### config.mk
export PLATFORM = sky130hd
export DESIGN_NAME = stopwatch_display_scan
export DESIGN_NICKNAME = d
export VERILOG_FILES = /design/src/rtl/stopwatch_display_scan.sv
export SDC_FILE = /design/constraint.sdc
export NUM_CORES = 1
export LEC_CHECK = 0
export CAP_MARGIN = 20
export CELL_PAD_IN_SITES_DETAIL_PLACEMENT = 1
export CELL_PAD_IN_SITES_GLOBAL_PLACEMENT = 1
export CORE_AREA = 2 2 71 107
export DETAILED_ROUTE_END_ITERATION = 12
export DIE_AREA = 0 0 73 109
export GPL_ROUTABILITY_DRIVEN = 0
export PLACE_DENSITY = 0.57
export SLEW_MARGIN = 10
export SYNTH_ARGS = -nofsm -noshare
export SYNTH_HDL_FRONTEND = slang
export SYNTH_SLANG_ARGS = --single-unit
### constraint.sdc
create_clock -name clk -period 2.2 [get_ports clk]
set_input_delay 0.33 -clock clk [delete_from_list [all_inputs] [get_ports clk]]
set_output_delay 0.33 -clock clk [all_outputs]
set_load 0.05 [all_outputs]
### src/rtl/stopwatch_display_scan.sv
// Four-digit multiplexed 7-segment driver. Digits are captured only at frame boundaries,
// with display hold, leading-zero blanking, a dash for non-BCD codes and anode guard time.
module stopwatch_display_scan #(
    parameter int unsigned SCAN_DIV   = 2500,
    parameter int unsigned GUARD      = 4,
    parameter int unsigned DP_POS     = 2,
    parameter bit          ACTIVE_LOW = 1'b1
) (
    input  logic       clk,
    input  logic       reset,
    input  logic [3:0] digit0,
    input  logic [3:0] digit1,
    input  logic [3:0] digit2,
    input  logic [3:0] digit3,
    input  logic       hold,
    output logic [6:0] seg,
    output logic       dp,
    output logic [3:0] an,
    output logic       frame_done
);

    localparam int unsigned PW = (SCAN_DIV > 1) ? $clog2(SCAN_DIV) : 1;
    localparam logic [PW-1:0] PCNT_LAST = PW'(SCAN_DIV - 1);
    localparam logic [PW-1:0] GUARD_C   = PW'(GUARD);
    localparam logic [1:0]    DP_IDX    = 2'(DP_POS);
    localparam bit            BLANK3_EN = (DP_POS < 3);
    localparam bit            BLANK2_EN = (DP_POS < 2);

    logic [PW-1:0] pcnt_q, pcnt_d;
    logic [1:0]    idx_q, idx_d;
    logic [15:0]   snap_q, snap_d;
    logic [1:0]    hold_sync_q;
    logic          hold_s;
    logic          frame_end;

    logic [3:0] cur_digit;
    logic       an_on;
    logic       blank3, blank2, cur_blank;
    logic [6:0] seg_act;
    logic [3:0] an_act;
    logic       dp_act;

    function automatic logic [6:0] decode(input logic [3:0] d);
        unique case (d)
            4'd0:    decode = 7'h3F;
            4'd1:    decode = 7'h06;
            4'd2:    decode = 7'h5B;
            4'd3:    decode = 7'h4F;
            4'd4:    decode = 7'h66;
            4'd5:    decode = 7'h6D;
            4'd6:    decode = 7'h7D;
            4'd7:    decode = 7'h07;
            4'd8:    decode = 7'h7F;
            4'd9:    decode = 7'h6F;
            default: decode = 7'h40;
        endcase
    endfunction

    assign hold_s    = hold_sync_q[1];
    assign frame_end = (pcnt_q == PCNT_LAST) && (idx_q == 2'd3);

    always_comb begin
        pcnt_d = pcnt_q + PW'(1);
        idx_d  = idx_q;
        snap_d = snap_q;
        if (pcnt_q == PCNT_LAST) begin
            pcnt_d = '0;
            idx_d  = idx_q + 2'd1;
        end
        if (frame_end && !hold_s) begin
            snap_d = {digit3, digit2, digit1, digit0};
        end
    end

    always_comb begin
        cur_digit = snap_q[4*idx_q +: 4];
        an_on     = (pcnt_q >= GUARD_C);
        // Zero is the only blankable code, so invalid codes are never blanked.
        blank3    = BLANK3_EN && (snap_q[15:12] == 4'd0);
        blank2    = BLANK2_EN && blank3 && (snap_q[11:8] == 4'd0);
        cur_blank = ((idx_q == 2'd3) && blank3) || ((idx_q == 2'd2) && blank2);
        seg_act   = '0;
        an_act    = '0;
        dp_act    = 1'b0;
        if (an_on) begin
            an_act  = 4'b0001 << idx_q;
            seg_act = cur_blank ? 7'h00 : decode(cur_digit);
            dp_act  = (idx_q == DP_IDX);
        end
    end

    always_ff @(posedge clk or posedge reset) begin
        if (reset) begin
            pcnt_q      <= '0;
            idx_q       <= '0;
            snap_q      <= '0;
            hold_sync_q <= '0;
            frame_done  <= 1'b0;
            seg         <= {7{ACTIVE_LOW}};
            dp          <= ACTIVE_LOW;
            an          <= {4{ACTIVE_LOW}};
        end else begin
            pcnt_q      <= pcnt_d;
            idx_q       <= idx_d;
            snap_q      <= snap_d;
            hold_sync_q <= {hold_sync_q[0], hold};
            frame_done  <= frame_end;
            seg         <= seg_act ^ {7{ACTIVE_LOW}};
            dp          <= dp_act ^ ACTIVE_LOW;
            an          <= an_act ^ {4{ACTIVE_LOW}};
        end
    end

endmodule

Yosys cells after proc, flatten, opt, wreduce, memory -nomap -nowiden
Memories as Yosys holds them, arrays and structs flattened.
Index checks and enable logic that the tools add are counted.
Widths: inputs -> output; s select.

cells by class
  add/sub/neg operators = 2
  $lt $le $gt $ge = 1
  eq/ne operators = 3
  shifts and indexed selects = 2
  muxes and demuxes = 5
  bitwise logic cells = 3
  reduce and logical (&&, ||, !) cells = 5

operators with widths
  cell                   count
  $shiftx 16x5->4        1
  $mux 7                 2
  $add 12x1->12 const B  1
  $eq 12x12->1 const B   1
  $ge 12x3->1 const B    1
  $mux 12                1
  $not 7->7              1
  $eq 2x2->1 const B     2
  $logic_not 4->1        1
  $mux 4                 1
  $not 4->4              1
  $shl 1x2->4 const A    1
  $logic_and 1x1->1      3
  $add 2x1->2 const B    1
  $logic_not 1->1        1
  $mux 1                 1
  $not 1->1              1

storage, ports and cells
  register bits after elaboration = 45
  ROM bits = 112
  input bits = 19
  logic and storage cells = 30
  memories = 1

memory list
  name              depth  width  read ports  clocked after Yosys merged registers in  write ports  line  RTL
  (name not given)  16     7      1           0                                        0            44    unique case (d)

Longest topological paths before layout
Gate-level depths: netlist (run 1).

  word-level depth = 5
  gate-level depth with buffers = 7

Worst setup path after synthesis (run 1)
Ideal clock, no wire load.

  path kind = reg2reg
  start point = register pcnt_q[0]
  end point = register snap_q[0]
  data arrival time = 1.709 ns
  required time = 2.075 ns
  slack = 0.366 ns
  cell stages (with the launch flop) = 8
  path buffers = 2
  clock period less this slack = 1.834 ns
  path through = dfrtp_1 -> ha_1 -> and4_1 -> and4_4 -> and3b_1 -> buf_6 -> buf_12 -> mux2_4

between the ends
  word-level cells in the longest chain between the ends = 3

ends and longest elaborated chain
  what                    line  RTL
  from (decl)             29    logic [PW-1:0] pcnt_q, pcnt_d;
  from (signal assigned)  103   pcnt_q <= pcnt_d;
  $eq 12x12->1            60    assign frame_end = (pcnt_q == PCNT_LAST) && (idx_q == 2'd3);
  $logic_and 1x1->1       60
  $logic_and 1x1->1       70    if (frame_end && !hold_s) begin
  to (signal assigned)    105   snap_q <= snap_d;
  to (decl)               31    logic [15:0] snap_q, snap_d;

No other way between the ends.
A chain may end at the register's enable or synchronous reset.

Worst setup path after layout (run 1)
  start point = register pcnt_q[0]
  end point = register snap_q[14]

Same word-level chain as after synthesis.

==> impl_results.md, run 1 <==
* Syn. warnings at 0
* Reg area at 0.00111 mm²
* GRT overflow at 0
* Initial antenna violation count at 0
* Slew Limit Fails at 0
* LEAKAGE at 1.09 nW
* HP Start: hold_sync_q[0]$_DFF_PP0_
* Cts bufs inserted at 5
* Dpl hpwl at 3050 µm
* PostCTS Resize Cnt at 0
* Crit Path Class: flop to flop
* Main combinational cell family by area after synthesis: multiplexers
* Port bufs at 31
* Reg2Reg Setup Slack at 0.17 ns
* Flop pwr share at 0.567
* Fraction of layout cells with a size suffix above 1 at 0.232
* Die Y at 109 µm
* Crit-path max FO at 16
* Vias at 1,282
* Clk network pwr share at 0.398
* FF+latch count, synth at 44
* Area leader, netlist: dfrtp_1
* Setup TNS at 0 ns
* Post-synth top area share at 0.397
* Synthesized area per cell at 13.1 µm²
* Router iterations before antenna repair at 3
* Pin count of the biggest net entering global routing at 45
* Mux contribution to synthesized area at 0.158
* HP Class: flop to flop
* CP Capture Type: flop
* Worst slew pin tran at 0.551 ns
* CTS tree: built
* Bufs on Longest Clock Path at 2
* Startpoint types: flop
* Multi-input gate area at 866 µm²
* Adder-Cell Fraction of Synth Area at 0.0722
* P_int at 1.13 mW
* Die Wd at 73 µm
* CP required at 2.38 ns
* Worst-path clk slew at 0.08 ns
* Switch share at 0.210
* Largest cells by area after synthesis: dfrtp_1 40%, dfstp_2 14%, ha_1 7.2%
* ANT cells at 0
* Primary FF master, synth: dfrtp_1
* Seq/Total Area, Yosys at 0.536
* Routed length per instance at 14.8 µm
* Post-layout nets at 224
* Post-Synthesis Net Count at 190
* Hold_buf cts at 0
* Detailed Route Iter0 Violations at 76
* Worst Skew at 0.00419 ns
* Area growth, synth to finish at 23.2%
* # IOs at 32
* CTS H-tree depth at 2
* WL final at 4040 µm
* Outcome: complete, no violations
* Antenna viol nets, final at 0
* Slew margin rel. at 0.633
* Worst Hold Depth at 0
* Post-Synth XOR/XNOR Area at 0.0421
* Number of remaining DRC errors at 0
* Reg-to-reg startpoint: pcnt_q[0]$_DFF_PP0_
* Post-synth EDFFs at 0
* CTS sink cnt at 44
* Post-Syn Instances at 159
* # rows at 38
* Psw at 0.301 mW
* Most frequent cells in the layout: 33 x dfrtp_1, 31 x clkdlybuf4s50_1, 12 x ha_1, 11 x dfstp_2
* Max Clk Rate at 491 MHz
* Pre-CTS WS at 0.167 ns
* Final period utilization at 0.925
* Combinational share of power at 0.035
* Commonest non-fill, non-tap cell in the layout: dfrtp_1
* Tmin final at 2.03 ns
* Final hold viol count at 0
* Worst Reg-to-Reg Cells at 6
* Area of the core at 0.00708 mm²
* Crit path DAT at 2.22 ns
* Simple-Gate Fraction of Synth Area at 0.113
* Unique masters post-synth at 33
* Terminus of the critical flop-to-flop path: snap_q[14]$_DFFE_PP0P_
* Maxcap violations at 0
* Root Buffer: clkbuf_8
* All-Layer GR Usage at 0.118
* Hold worst-path end: hold_sync_q[1]$_DFF_PP0_
* Post-synthesis compound-gate area fraction at 0.0313
* Peak VDD IR at 0.224 mV
* Fillers at 764
* Initial core utilization at 0.294
* Full die area at 0.00796 mm²
* Fraction of registers with async set or reset after synthesis at 1.00
* Setup bufs post-CTS at 0
* Via density at 4.68
* Final setup violation count at 0
* RSZ-0062 raised after global routing: no
* Clk Latency, worst-skew pair at 0.29 ns
* Vias in the first global route at 1,471
* Pwr/cell area at 559 mW/mm²
* First-pass GRT wire length at 7120 µm
* Synth Cell Area at 0.00208 mm²
* Setup ws final at 0.165 ns
## area by class of cell
class / instances / share of cell area
timing repair buffer: 33 / 0.132
inverter: 10 / 0.0146
clock buffer: 6 / 0.0366
tap: 80 / 0.0391
multi-input combinational: 99 / 0.338
sequential: 44 / 0.435
clock inverter: 2 / 0.00488
## synthesized netlist by cell type, types with 3 or more instances
master and n:
inv_1 10, ha_1 12, xnor2_1 9, mux2_2 6, nor4_1 3, a21oi_1 3, o21ai_1 4, dfstp_2 11
dfrtp_1 33, mux2_4 10, nand2_1 10, mux4_2 4, nor2_1 10, o21ai_0 4, nand3_1 6
## cells by family (layout without fill, tap and decap cells)
| family | after synthesis | after routing |
|---|---|---|
| xor gates and xnor gates | 10 | 10 |
| buffers and inverters | 16 | 51 |
| adders and majority gates | 12 | 12 |
| DFF | 44 | 44 |
| and+or+nand+nor | 43 | 43 |
| muxes | 22 | 22 |
| AOI/OAI and AO/OA | 12 | 12 |
## through the flow
step	std cells	hold slack, ns	utilization	total power, mW	cell area [µm²]
2_1_floorplan	159	0.331	-	0.839	2080
3_3_place_gp	266	0.335	0.347	0.878	2460
3_5_place_dp	266	0.346	0.347	0.879	2460
4_1_cts	274	0.365	0.362	1.46	2560
5_1_grt	274	0.379	0.362	1.48	2560
6_report	274	0.364	0.362	1.43	2560
## worst max-delay path by stage
stage                                   start                      to  slack, ns  cells after the start
final                     pcnt_q[0]$_DFF_PP0_  snap_q[14]$_DFFE_PP0P_       0.17                      6
after global routing      pcnt_q[0]$_DFF_PP0_  snap_q[14]$_DFFE_PP0P_       0.03                      6
after CTS                 pcnt_q[0]$_DFF_PP0_  snap_q[11]$_DFFE_PP0P_       0.14                      6
after detailed placement  pcnt_q[0]$_DFF_PP0_  snap_q[14]$_DFFE_PP0P_       0.17                      6
after global placement    pcnt_q[0]$_DFF_PP0_  snap_q[11]$_DFFE_PP0P_       0.25                      6
after floorplan           pcnt_q[0]$_DFF_PP0_   snap_q[0]$_DFFE_PP0P_       0.37                      7
## layer usage
layer | routed length (µm) | track usage
met5 | 0 | 0
met4 | 112 | 0.0542
met3 | 100 | 0.0250
met2 | 2270 | 0.214
met1 | 1560 | 0.128
## power by group through the flow
stage | clock (mW) | sequential (mW) | combinational [mW]
detailed placement | 0 | 0.827 | 0.0526
finish | 0.570 | 0.811 | 0.0503
global route | 0.617 | 0.812 | 0.0556
global placement | 0 | 0.827 | 0.0513
CTS | 0.599 | 0.811 | 0.0526
floorplan | 0 | 0.826 | 0.0124
## critical path, stage by stage (launching register included)
cell     delay (ns)
dfrtp_1        0.40
ha_1           0.25
and4_1         0.21
and4_4         0.32
and3b_1        0.23
buf_12         0.17
mux2_2         0.34
## registers in the layout, summed over array words and instances (netlist names)
signal	flops
idx_q	2
hold_sync_q	2
an	4
seg	7
snap_q	16
pcnt_q	12
frame_done	1
Note: power is estimated with default switching activity, not from simulation.
==> run 2: changes to the inputs <==
--- a/config.mk
+++ b/config.mk
@@ -12,6 +12,8 @@
 export DETAILED_ROUTE_END_ITERATION = 12
 export DIE_AREA = 0 0 73 109
 export GPL_ROUTABILITY_DRIVEN = 0
+export GPL_TIMING_DRIVEN = 1
+export HOLD_SLACK_MARGIN = 0.12
 export PLACE_DENSITY = 0.57
 export SLEW_MARGIN = 10
 export SYNTH_ARGS = -nofsm -noshare
==> results of run 2 <==
No change in the layout: final DEF, timing and power equal those of run 1.
==> run 3: changes to the inputs <==
--- a/config.mk
+++ b/config.mk
@@ -9,6 +9,7 @@
 export CELL_PAD_IN_SITES_DETAIL_PLACEMENT = 1
 export CELL_PAD_IN_SITES_GLOBAL_PLACEMENT = 1
 export CORE_AREA = 2 2 71 107
+export CTS_CLUSTER_SIZE = 8
 export DETAILED_ROUTE_END_ITERATION = 12
 export DIE_AREA = 0 0 73 109
 export GPL_ROUTABILITY_DRIVEN = 0
==> results of run 3 <==
No change in the layout: final DEF, timing and power equal those of run 1.
